<file path="config.mk">
export PLATFORM = sky130hd
export DESIGN_NAME = bcd_digit_entry
export DESIGN_NICKNAME = d
export VERILOG_FILES = /design/src/rtl/bcd_digit_entry.sv
export SDC_FILE = /design/constraint.sdc
export NUM_CORES = 1
export LEC_CHECK = 0
export ABC_AREA = 1
export CAP_MARGIN = 20
export CELL_PAD_IN_SITES_DETAIL_PLACEMENT = 1
export CELL_PAD_IN_SITES_GLOBAL_PLACEMENT = 2
export CORE_ASPECT_RATIO = 1.2
export CORE_MARGIN = 2
export CORE_UTILIZATION = 36
export DETAILED_ROUTE_END_ITERATION = 10
export PLACE_DENSITY_LB_ADDON = 0.1
export SLEW_MARGIN = 10
export SYNTH_ARGS = -nofsm -noshare
export SYNTH_HDL_FRONTEND = slang
export SYNTH_SLANG_ARGS = --single-unit
export TNS_END_PERCENT = 10
</file>
<file path="constraint.sdc">
create_clock -name CLOCK_50 -period 1.8 [get_ports CLOCK_50]
set_input_delay 0.18 -clock CLOCK_50 [delete_from_list [all_inputs] [get_ports CLOCK_50]]
set_output_delay 0.18 -clock CLOCK_50 [all_outputs]
set_load 0.03 [all_outputs]
</file>
<file path="src/rtl/bcd_digit_entry.sv">
// bcd_digit_entry: keypad-style entry of a 4-digit packed BCD word.
// Buttons are synchronized, debounced and edge-detected. Each accepted press
// then updates the digit buffer that drives the 7-segment display path.
// The newest digit sits in BCD_OUT[3:0].
// Optional build macro BCD_ENTRY_ZERO_FILL_EN makes empty positions read 4'h0
// (leading zeros on the display). The default fill is 4'hF, which shows as blank.
module bcd_digit_entry #(
   parameter int unsigned DEBOUNCE_CYCLES = 500000,
   parameter int unsigned CNT_W           = 19
) (
   input  logic        CLOCK_50,
   input  logic        RESET_N,
   input  logic [3:0]  DIGIT_IN,
   input  logic        ENTER_N,
   input  logic        BKSP_N,
   input  logic        CLEAR_N,
   output logic [15:0] BCD_OUT,
   output logic [2:0]  DIGIT_CNT,
   output logic        UPDATE,
   output logic        ERR
);

   localparam int unsigned NUM_BTN   = 3;
   localparam int unsigned BTN_ENTER = 0;
   localparam int unsigned BTN_BKSP  = 1;
   localparam int unsigned BTN_CLEAR = 2;
   localparam int unsigned DIG_W     = 4;
   localparam int unsigned CNT_OUT_W = 3;
   // Arm counter is one bit wider so it can reach DEBOUNCE_CYCLES + 2.
   localparam int unsigned ARM_W     = CNT_W + 1;
   localparam logic [CNT_OUT_W-1:0] MAX_DIGITS = CNT_OUT_W'(4);

`ifdef BCD_ENTRY_ZERO_FILL_EN
   localparam logic [DIG_W-1:0] FILL_NIB = 4'h0;
`else
   localparam logic [DIG_W-1:0] FILL_NIB = 4'hF;
`endif

   logic [NUM_BTN-1:0] btn_raw;
   logic [NUM_BTN-1:0] btn_s1;
   logic [NUM_BTN-1:0] btn_s2;
   logic [DIG_W-1:0]   dig_s1;
   logic [DIG_W-1:0]   dig_s2;
   logic [NUM_BTN-1:0] press;

   logic [15:0]          bcd_nxt;
   logic [CNT_OUT_W-1:0] cnt_nxt;
   logic                 err_nxt;
   logic                 upd_nxt;

   assign btn_raw = {CLEAR_N, BKSP_N, ENTER_N};

   // Two-flop synchronizers for every button and every digit bit.
   always_ff @(posedge CLOCK_50 or negedge RESET_N) begin
      if (!RESET_N) begin
         btn_s1 <= '1;
         btn_s2 <= '1;
         dig_s1 <= '1;
         dig_s2 <= '1;
      end else begin
         btn_s1 <= btn_raw;
         btn_s2 <= btn_s1;
         dig_s1 <= DIGIT_IN;
         dig_s2 <= dig_s1;
      end
   end

   for (genvar g = 0; g < NUM_BTN; g++) begin : g_btn
      logic [CNT_W-1:0] deb_cnt;
      logic             deb_lvl;
      logic [ARM_W-1:0] arm_cnt;
      logic             armed;
      logic             evt;

      // Debounce the synchronized level and emit a one-cycle event on an
      // accepted 1->0 change. The button is not armed after reset until it
      // has been seen released for DEBOUNCE_CYCLES+2 samples. That is longer
      // than the two reset-valued synchronizer samples, so a button held
      // through reset never fires.
      always_ff @(posedge CLOCK_50 or negedge RESET_N) begin
         if (!RESET_N) begin
            deb_cnt <= '0;
            deb_lvl <= 1'b1;
            arm_cnt <= '0;
            armed   <= 1'b0;
            evt     <= 1'b0;
         end else begin
            evt <= 1'b0;
            if (btn_s2[g] != deb_lvl) begin
               if (deb_cnt == CNT_W'(DEBOUNCE_CYCLES - 1)) begin
                  deb_lvl <= btn_s2[g];
                  deb_cnt <= '0;
                  evt     <= armed & ~btn_s2[g];
               end else begin
                  deb_cnt <= deb_cnt + CNT_W'(1);
               end
            end else begin
               deb_cnt <= '0;
            end
            if (!armed) begin
               if (btn_s2[g] && deb_lvl) begin
                  if (arm_cnt == ARM_W'(DEBOUNCE_CYCLES + 1)) begin
                     armed <= 1'b1;
                  end else begin
                     arm_cnt <= arm_cnt + ARM_W'(1);
                  end
               end else begin
                  arm_cnt <= '0;
               end
            end
         end
      end

      assign press[g] = evt;
   end

   // Next buffer state. CLEAR has priority over BKSP, and BKSP over ENTER.
   always_comb begin
      bcd_nxt = BCD_OUT;
      cnt_nxt = DIGIT_CNT;
      err_nxt = ERR;
      upd_nxt = 1'b0;
      if (press[BTN_CLEAR]) begin
         bcd_nxt = {4{FILL_NIB}};
         cnt_nxt = '0;
         err_nxt = 1'b0;
         upd_nxt = 1'b1;
      end else if (press[BTN_BKSP]) begin
         if (DIGIT_CNT != '0) begin
            bcd_nxt = {FILL_NIB, BCD_OUT[15:4]};
            cnt_nxt = DIGIT_CNT - CNT_OUT_W'(1);
            upd_nxt = 1'b1;
         end
      end else if (press[BTN_ENTER]) begin
         if (dig_s2 <= DIG_W'(9)) begin
            bcd_nxt = {BCD_OUT[11:0], dig_s2};
            err_nxt = 1'b0;
            upd_nxt = 1'b1;
            if (DIGIT_CNT != MAX_DIGITS) begin
               cnt_nxt = DIGIT_CNT + CNT_OUT_W'(1);
            end
         end else begin
            err_nxt = 1'b1;
         end
      end
   end

   // Registered buffer and status outputs.
   always_ff @(posedge CLOCK_50 or negedge RESET_N) begin
      if (!RESET_N) begin
         BCD_OUT   <= {4{FILL_NIB}};
         DIGIT_CNT <= '0;
         UPDATE    <= 1'b0;
         ERR       <= 1'b0;
      end else begin
         BCD_OUT   <= bcd_nxt;
         DIGIT_CNT <= cnt_nxt;
         UPDATE    <= upd_nxt;
         ERR       <= err_nxt;
      end
   end

endmodule

</file>
==> impl_metrics.xml, run 1 <==
<?xml version="1.0" encoding="UTF-8"?>
<metrics>
  <group name="outcome">
    <metric name="run_status" unit="">complete, no violations</metric>
  </group>
  <group name="layout">
    <metric name="syn2layout_area_growth" unit="%">18.81</metric>
    <metric name="finalNetCount" unit="">1389</metric>
    <metric name="diodes" unit="">0</metric>
    <metric name="share_of_post_route_cells_with_drive_strength_above_1" unit="%">14.28</metric>
  </group>
  <group name="clocking">
    <metric name="cts_setup_buffers" unit="">0</metric>
    <metric name="max-clock-path-buffers" unit="">2</metric>
    <metric name="cts.sink_count" unit="">161</metric>
    <metric name="clock_latency_at_the_later_pin_of_the_worst_skew_pair" unit="ps">430</metric>
    <metric name="cts.root.buffer_cell" unit="">sky130_fd_sc_hd__clkbuf_16</metric>
    <metric name="tritoncts.num_buffers" unit="">17</metric>
    <metric name="clk_pin_slew_worst_paths" unit="ps">70</metric>
    <metric name="tritoncts_clock_tree" unit="">built</metric>
    <metric name="ctsHtreeMaxLevel" unit="">4</metric>
  </group>
  <group name="synthesis">
    <metric name="netlist_area_before_placement" unit="um2">9258</metric>
    <metric name="synth.area.top_cells" unit="">sky130_fd_sc_hd__dfrtp_1, sky130_fd_sc_hd__nand2_1, sky130_fd_sc_hd__nor2_1</metric>
    <metric name="synthArstFlopShare" unit="%">100.0</metric>
    <metric name="synth_top_cells_by_count" unit="">sky130_fd_sc_hd__nand2_1, sky130_fd_sc_hd__nor2_1, sky130_fd_sc_hd__inv_1, sky130_fd_sc_hd__dfrtp_1, sky130_fd_sc_hd__nand3_1</metric>
    <metric name="synth-edff-count" unit="">0</metric>
    <metric name="yosys.cell_count.top_type" unit="">sky130_fd_sc_hd__nand2_1</metric>
    <metric name="synth.yosys.seq_area_share" unit="%">43.97</metric>
    <metric name="synth_top_cell_area_share" unit="%">34.60</metric>
    <metric name="synth_area_leader_cell" unit="">sky130_fd_sc_hd__dfrtp_1</metric>
    <metric name="synth.yosys.warnings" unit="">0</metric>
    <metric name="synthesis.area_per_instance" unit="um2">7.284</metric>
    <metric name="post_synthesis_instance_total" unit="">1271</metric>
    <metric name="synth_cell_types" unit="">37</metric>
    <metric name="synth_nets" unit="">1293</metric>
    <metric name="synth_top_flop_cell" unit="">sky130_fd_sc_hd__dfrtp_1</metric>
    <metric name="ys_seq_elements" unit="">161</metric>
  </group>
  <group name="worst_setup_path">
    <metric name="logic_depth_of_the_worst_setup_path_including_buffers" unit="">1</metric>
    <metric name="startpoint_type" unit="">flip-flop</metric>
    <metric name="end_kind" unit="">primary output</metric>
    <metric name="worst_path_largest_cell_delay" unit="ps">690</metric>
    <metric name="worst_ep_required_time" unit="ps">1620</metric>
    <metric name="arrival" unit="ps">1530</metric>
    <metric name="timing.critical_path.slowest_stage_cell" unit="">sky130_fd_sc_hd__clkdlybuf4s50_1</metric>
    <metric name="cp.buffers_inverters" unit="">1</metric>
    <metric name="critical-path-top-delay-family" unit="">buffers and inverters</metric>
    <metric name="r2r_cells" unit="">8</metric>
    <metric name="critPathMaxFanout" unit="">1</metric>
    <metric name="criticalPathCategory" unit="">reg2out</metric>
    <metric name="critical_path.cell_chain" unit="">clkdlybuf4s50_1</metric>
  </group>
  <group name="global_routing">
    <metric name="overflow" unit="">0</metric>
    <metric name="global_route.usage.met2" unit="%">34.42</metric>
    <metric name="grt_max_degree" unit="">43</metric>
    <metric name="vias_in_the_first_global_route" unit="">8781</metric>
    <metric name="met3_global_route_usage" unit="%">3.350</metric>
    <metric name="grt_pass1_wl" unit="um">44130</metric>
    <metric name="global_route.usage.met1" unit="%">26.97</metric>
    <metric name="grt_use_total" unit="%">20.34</metric>
    <metric name="antenna_violations_before_repair" unit="">0</metric>
    <metric name="busiest_layer" unit="">met2</metric>
  </group>
  <group name="job">
    <metric name="timing.max_cap.violations" unit="">0</metric>
  </group>
  <group name="detailed_routing">
    <metric name="drt-vias-per-instance" unit="">4.844</metric>
    <metric name="firstDrtPassIters" unit="">4</metric>
    <metric name="routed_wirelength" unit="um">26000</metric>
    <metric name="drc" unit="">0</metric>
    <metric name="detailedRoute.firstIterationViolations" unit="">300</metric>
    <metric name="vias" unit="">8283</metric>
    <metric name="post_drt_wl_per_cell" unit="um">15.21</metric>
    <metric name="route.antenna.remaining_nets" unit="">0</metric>
  </group>
  <group name="floorplanning">
    <metric name="io-pin-count" unit="">30</metric>
    <metric name="core-area" unit="um2">25380</metric>
    <metric name="floorplan.initialDensity" unit="%">36.47</metric>
    <metric name="fp.dieW" unit="um">150.4</metric>
    <metric name="die_area" unit="um2">27020</metric>
    <metric name="die_outline_height" unit="um">179.7</metric>
    <metric name="num_rows" unit="">64</metric>
  </group>
  <group name="timing">
    <metric name="fin_crit" unit="ps">1705</metric>
    <metric name="final_clock_period_utilization_by_the_worst_path" unit="%">94.73</metric>
    <metric name="final_hold_viol_count" unit="">0</metric>
    <metric name="number_of_endpoints_failing_setup_at_the_final_stage" unit="">0</metric>
    <metric name="tightestPinTransition" unit="ps">689.3</metric>
    <metric name="rsz0062_at_grt" unit="">yes</metric>
    <metric name="skew" unit="ps">8.828</metric>
    <metric name="timing_max_transition_violations_final" unit="">0</metric>
    <metric name="max_clock_freq" unit="MHz">586.5</metric>
    <metric name="setup-tns-final" unit="ps">0</metric>
    <metric name="setup_ws" unit="ps">94.93</metric>
    <metric name="max_slew_margin" unit="%">54.00</metric>
  </group>
  <group name="worst_hold_path">
    <metric name="hold_path_class" unit="">in2reg</metric>
    <metric name="hold_depth" unit="">1</metric>
  </group>
  <group name="place">
    <metric name="dpl_worst_slack" unit="ps">-275.1</metric>
    <metric name="gp_routability_congestion" unit="">0.7849</metric>
    <metric name="number_of_port_buffers" unit="">29</metric>
    <metric name="post-dp-hpwl" unit="um">19840</metric>
  </group>
  <group name="pwr">
    <metric name="power.density_cell_area" unit="nW/um2">678.3</metric>
    <metric name="leakage" unit="uW">0.004731</metric>
    <metric name="max-vdd-ir-drop" unit="mV">0.5417</metric>
  </group>
</metrics>
## worst paths after layout
check                                                start                              end  slack [ps]
min in group asynchronous                          RESET_N  g_btn[0].arm_cnt[6]$_DFFE_PN0P_         250
min reg2reg                            dig_s1[0]$_DFF_PN1_              dig_s2[0]$_DFF_PN1_         360
min                                                 BKSP_N              btn_s1[1]$_DFF_PN1_         150
max reg2reg                g_btn[1].arm_cnt[0]$_DFFE_PN0P_  g_btn[1].arm_cnt[7]$_DFFE_PN0P_         120
max in group asynchronous                          RESET_N           BCD_OUT[3]$_DFFE_PN1P_         870
max                                       UPDATE$_DFF_PN0_                           UPDATE          90
## metrics by stage
stage	instance area, um2	hold slack, ps	std cells	utilization (%)	power, uW
6_report	11000	150.3	1710	43.33	7461
5_1_grt	11000	141.0	1710	43.33	7744
4_1_cts	10930	130.8	1709	43.06	7607
3_5_place_dp	10360	161.4	1676	40.83	3963
3_3_place_gp	10360	155.1	1676	40.83	3959
2_1_floorplan	9258	-115.6	1271	-	3796
## cells in the final DEF (no fill, tap or decap), drive strengths merged, types with 20 or more instances in the layout
| cell | instances |
|---|---|
| nand4 | 32 |
| dfrtp | 128 |
| nor3 | 20 |
| dfstp | 33 |
| clkbuf | 20 |
| nand2 | 355 |
| o21ai | 85 |
| buf | 62 |
| xor2 | 43 |
| nor2 | 270 |
| nand3 | 88 |
| inv | 148 |
## cell families after synthesis
logic type	synth area share [%]
compound gates	6.488
fa+ha+maj	1.838
xor+xnor	4.446
simple gates	36.09
flops	43.97
buf+inv	7.177
## timing repair
action | in CTS | in global routing
endpoints found under the setup margin | 42 | 49
pin swaps | 0 | 1
hold endpoints to repair | 30 | 0
cloned | 0 | 1
gates resized for setup | 21 | 14
hold buffers | 1 | 0
## state kept, by name, indices dropped and copies added (netlist names)
signal / cells
BCD_OUT: 16
DIGIT_CNT: 3
ERR: 1
UPDATE: 1
btn_s1: 3
btn_s2: 3
dig_s1: 4
dig_s2: 4
g_btn.arm_cnt: 60
g_btn.armed: 3
g_btn.deb_cnt: 57
g_btn.deb_lvl: 3
g_btn.evt: 3
## metal layers
layer	share of wire (%)	wire, um
met1	48	12440
met2	49	12720
met3	2.3	590
met4	0.95	248
met5	0	0
## area by class of cell
| type | count | area, um2 |
|---|---|---|
| Clock inverter | 12 | 110.1 |
| Timing Repair Buffer | 91 | 789.5 |
| Inverter | 149 | 559.3 |
| Tap cell | 330 | 412.9 |
| Fill cell | 3185 | 14390 |
| Sequential cell | 161 | 4070 |
| Multi-Input combinational cell | 947 | 4601 |
| Clock buffer | 20 | 456.7 |
## where the power goes
group,switching (uW),internal [uW],leakage (uW)
combinational,133,67.9,0.00234
sequential,23.2,3660,0.00212
clock,1590,1980,0.000268
total,1750,5710,0.00473
Note: power is estimated with default switching activity, not from simulation.
==> run 2, diff against run 1 <==
--- a/config.mk
+++ b/config.mk
@@ -9,11 +9,11 @@
 export CAP_MARGIN = 20
 export CELL_PAD_IN_SITES_DETAIL_PLACEMENT = 1
 export CELL_PAD_IN_SITES_GLOBAL_PLACEMENT = 2
-export CORE_ASPECT_RATIO = 1.2
 export CORE_MARGIN = 2
 export CORE_UTILIZATION = 36
 export DETAILED_ROUTE_END_ITERATION = 10
 export PLACE_DENSITY_LB_ADDON = 0.1
+export RECOVER_POWER = 100
 export SLEW_MARGIN = 10
 export SYNTH_ARGS = -nofsm -noshare
 export SYNTH_HDL_FRONTEND = slang
==> impl_metrics.xml, run 2 (synthesized netlist as in run 1, its figures left out) <==
<?xml version="1.0" encoding="UTF-8"?>
<metrics>
  <group name="worst_setup_path">
    <metric name="arrival" unit="ps">1550</metric>
    <metric name="end_kind" unit="">primary output</metric>
    <metric name="startpoint_type" unit="">flip-flop</metric>
    <metric name="critical-path-top-delay-family" unit="">buffers and inverters</metric>
    <metric name="worst_path_largest_cell_delay" unit="ps">780</metric>
    <metric name="worst_ep_required_time" unit="ps">1620</metric>
    <metric name="criticalPathCategory" unit="">reg2out</metric>
    <metric name="timing.critical_path.slowest_stage_cell" unit="">sky130_fd_sc_hd__dlygate4sd3_1</metric>
    <metric name="cp.buffers_inverters" unit="">1</metric>
    <metric name="critPathMaxFanout" unit="">2</metric>
    <metric name="critical_path.cell_chain" unit="">dlygate4sd3_1</metric>
  </group>
  <group name="layout">
    <metric name="utilization" unit="%">43.41</metric>
    <metric name="reg_top3" unit="">g_btn.arm_cnt: 60 flops, g_btn.deb_cnt: 57 flops, BCD_OUT: 16 flops</metric>
    <metric name="footprint_of_the_multi_input_gates" unit="um2">4542</metric>
    <metric name="final.fill_count" unit="">3163</metric>
    <metric name="largest_reg_flops" unit="">60</metric>
    <metric name="finalNetCount" unit="">1389</metric>
    <metric name="max_flop_register" unit="">g_btn.arm_cnt</metric>
    <metric name="diodes" unit="">0</metric>
    <metric name="mostFrequentLayoutCell" unit="">sky130_fd_sc_hd__nand2_1</metric>
    <metric name="share_of_post_route_cells_with_drive_strength_above_1" unit="%">12.75</metric>
    <metric name="final_design_area_no_fill" unit="um2">10930</metric>
    <metric name="final_cell_mix" unit="">sky130_fd_sc_hd__nand2_1, sky130_fd_sc_hd__nor2_1, sky130_fd_sc_hd__inv_1</metric>
    <metric name="seqCellArea" unit="um2">4071</metric>
    <metric name="syn2layout_area_growth" unit="%">18.07</metric>
  </group>
  <group name="timing">
    <metric name="final_clock_period_utilization_by_the_worst_path" unit="%">96.18</metric>
    <metric name="number_of_endpoints_failing_setup_at_the_final_stage" unit="">0</metric>
    <metric name="max_clock_freq" unit="MHz">577.6</metric>
    <metric name="fin_crit" unit="ps">1731</metric>
    <metric name="tightestPinTransition" unit="ps">1254</metric>
    <metric name="rsz0062_at_grt" unit="">yes</metric>
    <metric name="fin_hold_ws" unit="ps">296.2</metric>
    <metric name="max_slew_margin" unit="%">16.38</metric>
    <metric name="setup-tns-final" unit="ps">0</metric>
    <metric name="skew" unit="ps">11.52</metric>
    <metric name="final_hold_viol_count" unit="">0</metric>
    <metric name="timing_max_transition_violations_final" unit="">0</metric>
    <metric name="setup_ws" unit="ps">68.71</metric>
  </group>
  <group name="worst_hold_path">
    <metric name="hold_path_class" unit="">in2reg</metric>
  </group>
  <group name="pwr">
    <metric name="power.density_cell_area" unit="nW/um2">709.4</metric>
    <metric name="leakage" unit="uW">0.004714</metric>
    <metric name="max-vdd-ir-drop" unit="mV">0.3697</metric>
  </group>
  <group name="clocking">
    <metric name="tritoncts.num_buffers" unit="">17</metric>
    <metric name="max-clock-path-buffers" unit="">2</metric>
    <metric name="tritoncts_clock_tree" unit="">built</metric>
    <metric name="clk_pin_slew_worst_paths" unit="ps">60</metric>
    <metric name="cts.sink_count" unit="">161</metric>
    <metric name="cts.root.buffer_cell" unit="">sky130_fd_sc_hd__clkbuf_16</metric>
    <metric name="clock_latency_at_the_later_pin_of_the_worst_skew_pair" unit="ps">420</metric>
    <metric name="ctsHtreeMaxLevel" unit="">4</metric>
  </group>
  <group name="global_routing">
    <metric name="overflow" unit="">0</metric>
    <metric name="vias_in_the_first_global_route" unit="">8610</metric>
    <metric name="grt_max_degree" unit="">53</metric>
    <metric name="grt_pass1_wl" unit="um">42680</metric>
    <metric name="antenna_violations_before_repair" unit="">0</metric>
    <metric name="grt_use_total" unit="%">19.70</metric>
  </group>
  <group name="floorplanning">
    <metric name="die_outline_height" unit="um">164.4</metric>
    <metric name="io-pin-count" unit="">30</metric>
    <metric name="core-area" unit="um2">25180</metric>
    <metric name="die_area" unit="um2">27010</metric>
    <metric name="num_rows" unit="">58</metric>
    <metric name="fp.dieW" unit="um">164.4</metric>
    <metric name="floorplan.initialDensity" unit="%">36.76</metric>
  </group>
  <group name="place">
    <metric name="number_of_port_buffers" unit="">29</metric>
    <metric name="post-dp-hpwl" unit="um">18900</metric>
    <metric name="dpl_worst_slack" unit="ps">-218.9</metric>
    <metric name="gp_routability_congestion" unit="">0.8261</metric>
    <metric name="dpl-instance-area" unit="um2">10350</metric>
  </group>
  <group name="outcome">
    <metric name="run_status" unit="">complete, no violations</metric>
  </group>
  <group name="detailed_routing">
    <metric name="drc" unit="">0</metric>
    <metric name="firstDrtPassIters" unit="">4</metric>
    <metric name="drt-vias-per-instance" unit="">4.838</metric>
    <metric name="routed_wirelength" unit="um">25120</metric>
    <metric name="post_drt_wl_per_cell" unit="um">14.69</metric>
    <metric name="detailedRoute.firstIterationViolations" unit="">373</metric>
    <metric name="route.antenna.remaining_nets" unit="">0</metric>
    <metric name="vias" unit="">8273</metric>
  </group>
  <group name="job">
    <metric name="timing.max_cap.violations" unit="">0</metric>
  </group>
</metrics>
run 2: changes by cell type in the layout (fill, tap and decap cells not counted), moves of 3 or more:
cell and change:
sky130_fd_sc_hd__clkdlybuf4s50_1 -8, sky130_fd_sc_hd__dfstp_1 +9, sky130_fd_sc_hd__dlygate4sd3_1 +9, sky130_fd_sc_hd__buf_12 -4, sky130_fd_sc_hd__clkinv_4 -3, sky130_fd_sc_hd__dfstp_2 -9
sky130_fd_sc_hd__nand3_2 -4, sky130_fd_sc_hd__nand3_1 +4, sky130_fd_sc_hd__buf_4 -5, sky130_fd_sc_hd__clkinvlp_4 -4, sky130_fd_sc_hd__clkbuf_1 +5
run 2: area by class of cell:
type,count,area share [%]
multi-input cells,946,41.55
flip-flops and latches,161,37.25
repair buffers,92,6.605
inverters,149,5.117
clock buffers,23,4.567
well taps,330,3.777
clock inverters,9,1.133
run 2: per-layer routing:
metal,track usage (%),wire length [um]
met1,27.73,12940
met2,32.56,11460
met3,2.323,525
met4,4.187,197
met5,0,0
run 2: where the power goes:
| part | switching, uW | total, uW | leakage (uW) | internal (uW) |
|---|---|---|---|---|
| Combinational | 128 | 177 | 0.00228 | 48.7 |
| Clock | 1520 | 3890 | 0.000312 | 2370 |
| Sequential | 21.0 | 3680 | 0.00212 | 3660 |
| Total | 1670 | 7750 | 0.00471 | 6090 |
run 2: repair_timing:
action,CTS,global route
resized for setup,21,17
setup endpoints to repair,47,45
hold buffers,1,0
buffers inserted,0,0
endpoints found under the hold margin,45,0
run 2: worst paths after layout:
kind | startpoint | end | slack [ps] | cells past startpoint
worst min-delay path | ENTER_N | btn_s1[0]$_DFF_PN1_ | 300 | 1
worst max-delay path | ERR$_DFFE_PN0P_ | ERR | 70 | 1
worst min register to register | dig_s1[2]$_DFF_PN1_ | dig_s2[2]$_DFF_PN1_ | 350 | 0
worst max register to register | g_btn[1].arm_cnt[0]$_DFFE_PN0P_ | g_btn[1].arm_cnt[16]$_DFFE_PN0P_ | 90 | 11
min in group asynchronous | RESET_N | g_btn[0].deb_cnt[18]$_DFF_PN0_ | 580 | 2
max in group asynchronous | RESET_N | g_btn[0].deb_lvl$_DFFE_PN1P_ | 160 | 3
run 2: through the flow:
stage / instances / total power (uW)
floorplan: 1271 / 3796
global placement: 1677 / 3944
detailed placement: 1677 / 3947
CTS: 1710 / 7902
global route: 1710 / 8031
finish: 1710 / 7754
==> RTL edit, RTL diff (config.mk and constraints of run 2) <==
Build with the macro `BCD_ENTRY_ZERO_FILL_EN` defined.
--- a/src/rtl/bcd_digit_entry.sv
+++ b/src/rtl/bcd_digit_entry.sv
@@ -6,2 +6,4 @@
 // (leading zeros on the display). The default fill is 4'hF, which shows as blank.
+`define BCD_ENTRY_ZERO_FILL_EN
+
 module bcd_digit_entry #(
Check against the original RTL: not equivalent (Yosys sat finds a counterexample within 4 cycles, from zero or initial values and one cycle with RESET_N low).
==> RTL edit against run 2 <==
Clock power fell by 10%; routed wire length rose by 2.2%; hold slack got worse by 7.5 ps; worst setup slack got worse by 1.3 ps; cell area fell by 1.6%; total power fell by 5.2%; sequential cell count did not move; core utilization fell by 0.57 points; area after synthesis fell by 0.76%; combinational power barely moved; register-to-register slack got worse by 20 ps; largest cell class unchanged; largest power group is now registers.
==> RTL edit: results <==
set metrics [dict create \
    status "complete, no violations" \
    synth_area_leaders "sky130_fd_sc_hd__dfrtp_1, sky130_fd_sc_hd__nand2_1, sky130_fd_sc_hd__nor2_1" \
    final-max-slew-violation-count 0 \
    signal_buffer_area_fraction_pct 6.54 \
    globalRouteTotalUtil_pct 20.2 \
    finalWirelength_um 25700 \
    synth_xor_area_share_pct 4.48 \
    first_global_vias 8660 \
    cell_chosen_for_the_clock_root "sky130_fd_sc_hd__clkbuf_16" \
    n_sequential_cell 161 \
    irDropWorstVdd_mv 0.369 \
    preCtsSetupSlack_ps -149 \
    rrSetupSlack_ps 70 \
    hpwl_um 19400 \
    grt_antenna_before_repair 1 \
    power_density_over_cell_area_nw_per_um2 683 \
    crit_path_start "BCD_OUT[4]" \
    grt_first_pass_wirelength_um 43300 \
    leakagePower_nw 4.61 \
    number_of_design_rule_violations_left_by_the_first_detailed_router_iteration 310 \
    reg2reg_to "BCD_OUT[15]" \
    nNonClkInverters 146 \
    multi_input_logic_cell_count 948 \
    worst_path_dominant_cell_family "buffers and inverters" \
    ys_seq_area_share_pct 44.1 \
    via_per_inst 4.83 \
    pin_count_of_the_biggest_net_entering_global_routing 67 \
    synth_cell_type_count 36 \
    layout.non_clock_buffers 87 \
    commonest_cells_in_the_synthesized_netlist "sky130_fd_sc_hd__nand2_1, sky130_fd_sc_hd__nor2_1, sky130_fd_sc_hd__dfrtp_1" \
    worstRegToRegCells 7 \
    worstReg2RegStart "g_btn[2].evt" \
    synth-compound-area-share_pct 6.62 \
    multiInputGateArea_um2 4490 \
    design.final.nets 1383 \
    max_stage_delay_ps 710 \
    clock_tree_area_fraction_pct 5.12 \
    layout_cells_sized_above_1_pct 9.39 \
    fin_worst_skew_ps 12.0 \
]
-- RTL edit: logic make-up after synthesis --
logic type / Yosys count
XOR/XNOR: 47
flip-flops: 161
AND/OR/NAND/NOR: 786
AO/OA/AOI/OAI: 101
adder cells (fa/ha/maj): 13
buffers and inverters: 160
-- RTL edit: stage by stage --
step	std cells	cell area (um^2)	hold WS [ps]	util (%)	TNS (ps)
final	1705	10800	289	42.8	0
after global routing	1704	10800	275	42.8	-1330
after detailed placement	1669	10300	14.8	40.9	-1080
after floorplan	1268	9190	-116	-	0
after CTS	1702	10800	127	43.1	-263
after global placement	1669	10300	16.2	40.9	-281
-- RTL edit: worst max path at each step --
stage	slack, ps	to	cells after the start
after floorplan	190	g_btn[1].arm_cnt[2]	9
after global placement	-50	g_btn[1].arm_cnt[5]	8
after detailed placement	-150	g_btn[1].arm_cnt[6]	8
after CTS	-70	BCD_OUT[15]	5
after global routing	-80	g_btn[2].deb_cnt[16]	9
final	70	BCD_OUT[4]	1
-- RTL edit: routing by layer --
metal	wire length, um	vias to the layer above	track usage (%)
met2	12100	44	34.0
li1	-	4209	-
met3	411	18	2.85
met1	12900	3964	27.7
met4	247	0	4.63
met5	0	-	0
-- RTL edit: timing repair --
action,CTS,global route
hold endpoints to repair,144,0
pin swaps,1,2
setup buffers,0,1
gates resized for setup,4,20
endpoints found under the setup margin,25,82
hold buffers,1,0
gates cloned,0,1
-- RTL edit: power groups by stage --
stage | Sequential [W] | Clock [W] | Combinational (W)
6_report | 0.00368 | 0.00349 | 0.000177
5_1_grt | 0.00368 | 0.00376 | 0.000209
4_1_cts | 0.00368 | 0.00361 | 0.000212
3_5_place_dp | 0.00375 | 0 | 0.000210
3_3_place_gp | 0.00375 | 0 | 0.000206
2_1_floorplan | 0.00374 | 0 | 0.0000500
